**config.mk**
```make
export PLATFORM = sky130hd
export DESIGN_NAME = alu_op_sequencer
export DESIGN_NICKNAME = d
export VERILOG_FILES = /design/src/rtl/alu_seq_pkg.sv /design/src/rtl/alu_op_sequencer.sv
export SDC_FILE = /design/constraint.sdc
export NUM_CORES = 1
export LEC_CHECK = 0
export ABC_AREA = 1
export CAP_MARGIN = 20
export CORE_MARGIN = 2
export CORE_UTILIZATION = 40
export CTS_CLUSTER_DIAMETER = 120
export DETAILED_ROUTE_END_ITERATION = 8
export GPL_TIMING_DRIVEN = 0
export PLACE_DENSITY = 0.83
export SETUP_SLACK_MARGIN = 0.1
export SLEW_MARGIN = 15
export SYNTH_ARGS = -nofsm -noshare
export SYNTH_HDL_FRONTEND = slang
export SYNTH_SLANG_ARGS = --single-unit
```
**constraint.sdc**
```tcl
create_clock -name clock -period 2 [get_ports clock]
set_input_delay 0.3 -clock clock [delete_from_list [all_inputs] [get_ports clock]]
set_output_delay 0.3 -clock clock [all_outputs]
set_load 0.005 [all_outputs]
```
**src/rtl/alu_seq_pkg.sv**
```systemverilog
// rtl/alu_seq_pkg.sv - shared modes, state encoding and widths for the ALU op sequencer
// Purpose: ALU mode codes, sequencer state encoding and default widths used by
//          alu_op_sequencer, alu_cpu and the bench.
// Ports:   none (package)
package alu_seq_pkg;

  localparam int SEQ_DATA_W = 4;
  localparam int SEQ_CNT_W  = 4;

  localparam logic [2:0] ALU_MODE_INC    = 3'b000;
  localparam logic [2:0] ALU_MODE_ADD4   = 3'b001;
  localparam logic [2:0] ALU_MODE_ADD    = 3'b010;
  localparam logic [2:0] ALU_MODE_XOROR  = 3'b011;
  localparam logic [2:0] ALU_MODE_REDOR  = 3'b100;
  localparam logic [2:0] ALU_MODE_SHL    = 3'b101;
  localparam logic [2:0] ALU_MODE_SHR    = 3'b110;
  localparam logic [2:0] ALU_MODE_MUL    = 3'b111;

  typedef enum logic [1:0] {
    SEQ_IDLE = 2'b00,
    SEQ_EXEC = 2'b01,
    SEQ_RESP = 2'b10
  } seq_state_e;

endpackage

```
**src/rtl/alu_op_sequencer.sv**
```systemverilog
// rtl/alu_op_sequencer.sv - self-timed command sequencer that iterates one ALU op N times
// Purpose: accepts (mode, A, count) commands, issues the ALU op once per cycle
//          with the accumulator low half fed back as B, and returns the final
//          accumulator plus a sticky overflow flag.
// Ports:
//   clock, reset               clock; asynchronous active-high reset
//   cmd_valid/cmd_ready        command handshake
//   cmd_mode/cmd_a/cmd_count   command payload
//   cmd_clear                  zero the accumulator at acceptance
//   abort                      cancel current command (EXEC or RESP)
//   alu_a/alu_b/alu_mode       drive the external ALU
//   alu_result                 combinational ALU result
//   res_valid/res_ready        result handshake
//   res_data/res_ovf           final accumulator and sticky overflow
module alu_op_sequencer
  import alu_seq_pkg::*;
#(
  parameter int DATA_W = SEQ_DATA_W,
  parameter int CNT_W  = SEQ_CNT_W
) (
  input  logic                clock,
  input  logic                reset,
  input  logic                cmd_valid,
  output logic                cmd_ready,
  input  logic [2:0]          cmd_mode,
  input  logic [DATA_W-1:0]   cmd_a,
  input  logic [CNT_W-1:0]    cmd_count,
  input  logic                cmd_clear,
  input  logic                abort,
  output logic [DATA_W-1:0]   alu_a,
  output logic [DATA_W-1:0]   alu_b,
  output logic [2:0]          alu_mode,
  input  logic [2*DATA_W-1:0] alu_result,
  output logic                res_valid,
  input  logic                res_ready,
  output logic [2*DATA_W-1:0] res_data,
  output logic                res_ovf
);

  seq_state_e          state;
  seq_state_e          state_next;
  logic                ready_q;
  logic [DATA_W-1:0]   a_q;
  logic [2:0]          mode_q;
  logic [CNT_W-1:0]    remaining;
  logic [2*DATA_W-1:0] acc;
  logic                ovf;
  logic                accept;
  logic                iterate;

  // ready_q keeps cmd_ready low while reset is held and for the release
  // edge itself, so nothing is accepted until the first clean IDLE cycle.
  assign cmd_ready = ready_q && (state == SEQ_IDLE);
  assign accept    = cmd_valid && cmd_ready;

  // EXEC runs one extra cycle with remaining==0 that issues no op; this is
  // what places res_valid after edge N+1 (and after edge 1 for count=0).
  assign iterate   = (state == SEQ_EXEC) && (remaining != '0) && !abort;

  assign alu_a     = a_q;
  assign alu_mode  = mode_q;
  assign alu_b     = acc[DATA_W-1:0];
  assign res_valid = (state == SEQ_RESP);
  assign res_data  = acc;
  assign res_ovf   = ovf;

  always_ff @(posedge clock or posedge reset) begin
    if (reset) begin
      state <= SEQ_IDLE;
    end else begin
      state <= state_next;
    end
  end

  always_comb begin
    state_next = state;
    case (state)
      SEQ_IDLE: begin
        if (accept) state_next = SEQ_EXEC;
      end
      SEQ_EXEC: begin
        if (abort)                   state_next = SEQ_IDLE;
        else if (remaining == '0)    state_next = SEQ_RESP;
      end
      SEQ_RESP: begin
        // abort wins over a simultaneous result handshake; both return to IDLE.
        if (abort || res_ready)      state_next = SEQ_IDLE;
      end
      default: state_next = SEQ_IDLE;
    endcase
  end

  always_ff @(posedge clock or posedge reset) begin
    if (reset) begin
      ready_q   <= 1'b0;
      a_q       <= '0;
      mode_q    <= '0;
      remaining <= '0;
      acc       <= '0;
      ovf       <= 1'b0;
    end else begin
      ready_q <= 1'b1;
      if (accept) begin
        remaining <= cmd_count;
        ovf       <= 1'b0;
        if (cmd_clear) acc <= '0;
        // A zero-count command issues no op, so the ALU drive keeps its last value.
        if (cmd_count != '0) begin
          a_q    <= cmd_a;
          mode_q <= cmd_mode;
        end
      end
      if (iterate) begin
        acc       <= alu_result;
        ovf       <= ovf | (|alu_result[2*DATA_W-1:DATA_W]);
        remaining <= remaining - {{(CNT_W-1){1'b0}}, 1'b1};
      end
    end
  end

endmodule

```
-- Word level (Yosys, flattened, before mapping)
Cells that the tools add are included.
- add/subtract/negate cells: 1
- equal/unequal tests: 5
- mux-type cells: 12
- bitwise logic cells: 1
- reduce and logical (&&, ||, !) cells: 16
- operator list (operator ; number):
    8-bit two-way mux ; 3
    2-bit two-way mux ; 4
    4-bit two-way mux ; 2
    4-bit nonzero test ; 2
    2-bit one-hot mux with 3 select lines ; 1
    1-bit logical AND ; 4
    4-bit logical NOT ; 1
    2-bit AND reduction ; 2
    2-bit nonzero test ; 2
    4-bit OR reduction ; 1
    4-bit by 1-bit subtractor with 4-bit output, second input constant ; 1
    3-bit by 2-bit inequality test with 1-bit output, second input constant ; 1
    3-bit AND reduction ; 1
    2-bit by 1-bit == test with 1-bit output, second input constant ; 1
    2-bit == test, second input constant ; 1
    2-bit logical NOT ; 1
    1-bit two-way mux ; 2
    2-bit by 1-bit inequality test with 1-bit output, second input constant ; 1
    2-bit inequality test, second input constant ; 1
    1-bit logical NOT ; 1
    1-bit logical OR ; 1
    1-bit bitwise OR ; 1
- register bits: 23
- input port bits: 25
- output and inout port bits: 22
- word-level logic and storage cells: 42

-- Longest topological paths before layout
- depth after elaboration: 5
- mapped depth: 8
- gate-level depth less buffers: 8

-- Least setup slack after synthesis
Ideal clock, no wire load.
- path kind: reg-to-reg
- from: register remaining[0]
- to: register ovf, in the netlist res_ovf
- library setup time: 123 ps
- arrival time: 1097 ps
- required time: 1877 ps
- slack: 780 ps
- stages on the path, launching flop included: 8
- buffers on the path: 0
- period minus slack after synthesis: 1220 ps
- path through: dfrtp_1 inv_1 ha_1 nand2_1 nand2_4 clkinv_2 o21ai_0 nand2_1
- cells in the longest elaborated chain, start to end: 4
- elaborated cells on any way between the ends: 5
- those cells by class: mux (1); reduce/logical (4)
- RTL lines (what ; line ; source):
    start: declaration ; alu_op_sequencer.sv:45 ; logic [CNT_W-1:0] remaining;
    start signal: assignment ; alu_op_sequencer.sv:104 ; remaining <= cmd_count;
    start signal: assignment ; alu_op_sequencer.sv:116 ; remaining <= remaining - {{(CNT_W-1){1'b0}}, 1'b1};
    4-bit nonzero test (*) ; alu_op_sequencer.sv:58 ; assign iterate = (state == SEQ_EXEC) && (remaining != '0) && !abort;
    1-bit logical AND (*) (2 in a row) ; alu_op_sequencer.sv:58 ;
    1-bit two-way mux / 2-bit nonzero test (equally long branches) ; -- ;
    end signal: assignment ; alu_op_sequencer.sv:115 ; ovf <= ovf | (|alu_result[2*DATA_W-1:DATA_W]);
    end: declaration ; alu_op_sequencer.sv:47 ; logic ovf;
Every way passes the cells marked *; elsewhere a longest branch is shown, timed or not.
A chain may end at the register's enable or synchronous reset.

-- Worst setup path in the final report
- from: register state[0]
- to: output cmd_ready
- cells in the longest elaborated chain, start to end: 2
- RTL lines (what ; line ; source):
    start: declaration ; alu_op_sequencer.sv:40 ; seq_state_e state;
    start signal: assignment ; alu_op_sequencer.sv:71 ; state <= state_next;
    2-bit logical NOT ; alu_op_sequencer.sv:53 ; assign cmd_ready = ready_q && (state == SEQ_IDLE);
    1-bit logical AND ; alu_op_sequencer.sv:53 ;
    end: declaration ; alu_op_sequencer.sv:24 ; output logic cmd_ready,
Every way passes these cells.

==> results by group <==
Timing
  – Final worst-path cycle share: 91.1%
  – Slew Limit Headroom: 43.8%
  – FMAX: 549 MHz
  – Setup TNS: 0 ns
  – Worst-Margin Slew: 0.842 ns
  – Worst Clk Skew: 0.00777 ns
  – Final hold violations: 0
  – Min cycle time layout: 1.82 ns
  – Unrepaired setup endpoints after global routing: true
  – Count of final setup violators: 0
  – Max-slew violation count: 0

Power and ir drop
  – Leak Pwr: 0.830 nW
  – Peak supply drop: 0.000962 V
  – Power Total: 0.00199 W
  – Pwr Density: 1180 nW/um2

GRT
  – Tot GR Track Use: 17.8%
  – First-pass GRT wire length: 4620 um
  – Largest net degree at the start of global routing: 24
  – Antenna violations before repair: 0
  – Total grt overflow: 0
  – Vias in the first global route: 1094

Finish
  – Area grow syn2layout: 46.5%
  – Filler cell count: 242
  – Most frequent cells in the layout: clkdlybuf4s50_1 (46), nand2_1 (34), dfrtp_1 (22), nand3_1 (19), inv_1 (18)
  – Most common cell after layout, fill and taps aside: clkdlybuf4s50_1
  – N_diodes: 0
  – Fraction of layout cells with a size suffix above 1: 15.7%
  – Reg area: 577 um2
  – Final nets: 212
  – Multi-input logic area: 458 um2

Logic synthesis
  – Number of synthesized register bits: 23
  – Avg Inst Size Synth: 8.63 um2
  – Post-synthesis mux area share: 0%
  – Number of synthesized flops with an enable pin: 0
  – Syn nets: 160
  – Cell count after synthesis: 134
  – Synth top area cells: dfrtp_1 (50%), nand2_1 (11%), nand3_1 (8.2%), o21ai_2 (6.1%), inv_1 (5.8%)
  – Netlist cell types: 19
  – Adder and majority gate portion of the synthesized area: 1.08%
  – Mapped Area: 1160 um2
  – Compound-Gate Fraction of Synth Area: 7.79%
  – Simple-gate portion of the synthesized area: 29.4%
  – Post-Synth XOR/XNOR Area: 0.758%
  – Synth top area share: 49.8%
  – Most common flop cell mapped by yosys: dfrtp_1
  – Yosys top cell by area: dfrtp_1
  – Post-synthesis sequential area ratio: 49.8%
  – Largest family of logic cells by synthesized area: simple AND/OR/NAND/NOR gates
  – Asr flop ratio synth: 100%
  – Yosys Warn Count: 0

Route
  – Initial DRC Count: 12
  – Avg WL per Cell: 12.9 um
  – DR pass1 iterations: 4
  – Vias per cell: 4.90
  – Drt drc: 0
  – Vias: 1059
  – Post-route ant nets: 0
  – Final wirelength: 2790 um

Clock network
  – TritonCTS buffer count: 3
  – Count of hold-fix buffers inserted at cts: 0
  – H-tree levels: 1
  – CTS tree: done
  – Clock root cell: clkbuf_4
  – Clock buffer depth: 2
  – Clk slew on worst S/H paths: 0.13 ns
  – Clock Sinks: 23
  – Worst skew pair latency: 0.31 ns

Floorplan
  – DIE WIDTH: 57.8 um
  – Boundary pin count: 47
  – Die Span Y: 57.8 um
  – Core Region: 2760 um2
  – Starting Density: 41.9%
  – Die area: 3340 um2
  – Rows: 19

Placed design
  – Routability cong.: 0.765
  – Port Buffers: 46
  – DP HPWL: 2260 um

Worst setup path
  – Cells along the critical path: nor3_4 > clkdlybuf4s50_1
  – Buffers and inverters on the worst path: 1
  – CP max stage delay: 0.53 ns
  – Family with the most delay on the worst path: buffers and inverters
  – Critical Path Slowest Stage Cell: clkdlybuf4s50_1
  – CP max FO: 3
  – Arr. time, crit path: 1.52 ns
  – Critical Path RT: 1.70 ns
  – Critical Path End Type: primary output
  – Worst setup SP type: register
  – Setup CP Type: register to primary output

Job
  – MaxCap Viol Count: 0

Hold path
  – Worst hold path type: input pin to asynchronous set/reset pin

Outcome
  – Status: completed
==> synthesized netlist by cell type (2+ instances only) <==
| cell | number |
|---|---|
| inv_1 | 18 |
| buf_6 | 2 |
| nand3_2 | 2 |
| buf_4 | 4 |
| nand3_1 | 19 |
| nor2_1 | 9 |
| o21ai_0 | 4 |
| nand2_2 | 2 |
| nand2_1 | 34 |
| o21ai_2 | 8 |
| dfrtp_1 | 23 |
| nand4_1 | 2 |
==> layout make-up <==
type                       count  area share [%]
sequential                    23            34.0
timing repair buffer          47            27.6
multi-input combinational     86            27.0
inverter                      19            4.28
buffer                         6            3.10
tap                           31            2.29
clock buffer                   3            1.33
clock inverter                 1           0.295
==> through the flow <==
stage	util [%]	std cells	hold slack [ns]	setup WS, ns	area [um2]
final	61.4	216	0.442	0.177	1690
after global routing	61.4	216	0.494	0.0897	1690
after CTS	61.0	215	0.474	0.142	1680
after detailed placement	60.0	211	0.477	0.392	1660
after global placement	60.0	211	0.473	0.440	1660
after floorplan	-	134	0.302	0.780	1160
==> sequential cells by signal (all words and copies together), names as in the netlist <==
signal     count
res_data       8
alu_a          4
remaining      4
alu_mode       3
state          2
ready_q        1
res_ovf        1
==> repair_timing <==
item,4_1_cts,5_1_grt
setup buffers,0,1
setup endpoints to repair,0,2
resized for setup,0,2
==> logic make-up (layout without fill, tap and decap cells) <==
group / after synthesis / count (layout)
AND/OR/NAND/NOR: 71 / 71
buffers and inverters: 25 / 76
flip-flops: 23 / 23
AO/OA/AOI/OAI: 12 / 12
adder cells (fa/ha/maj): 1 / 1
other: 1 / 1
XOR/XNOR: 1 / 1
==> report_power, final <==
part	total [W]	internal, W	switching [W]
clock network	0.000216	0.0000748	0.000141
logic	0.000975	0.000584	0.000391
registers	0.000801	0.000652	0.000148
==> worst paths after layout <==
kind	depth (start not counted)	slack (ns)	end	startpoint
max in group asynchronous	2	0.98	state[0]	reset
hold / removal	2	0.44	res_data[5]	reset
min in group clock	2	0.51	alu_a[3]	alu_a[3]
setup / recovery	2	0.18	cmd_ready	state[0]
hold reg to reg	2	0.51	alu_a[3]	alu_a[3]
setup reg to reg	5	0.51	res_data[6]	state[0]
==> worst reg2reg max path, delay by kind of cell, from the launching register on <==
kind,cells,cell delay [ns]
simple gates,3,0.69
flops,1,0.46
buf+inv,1,0.15
compound gates,1,0.09
==> layer usage <==
metal  global-route usage [%]  vias to the layer above  wire length [um]  part of all wire (%)
met5                        0                        -                 0                     0
met4                     5.32                        0                17                  0.61
met3                     2.46                        2                82                   2.9
met2                     36.2                       22              1670                    60
met1                     18.4                      514              1020                    37
li1                         -                      521                 -                     -
Power figures use the tool's default switching activity.
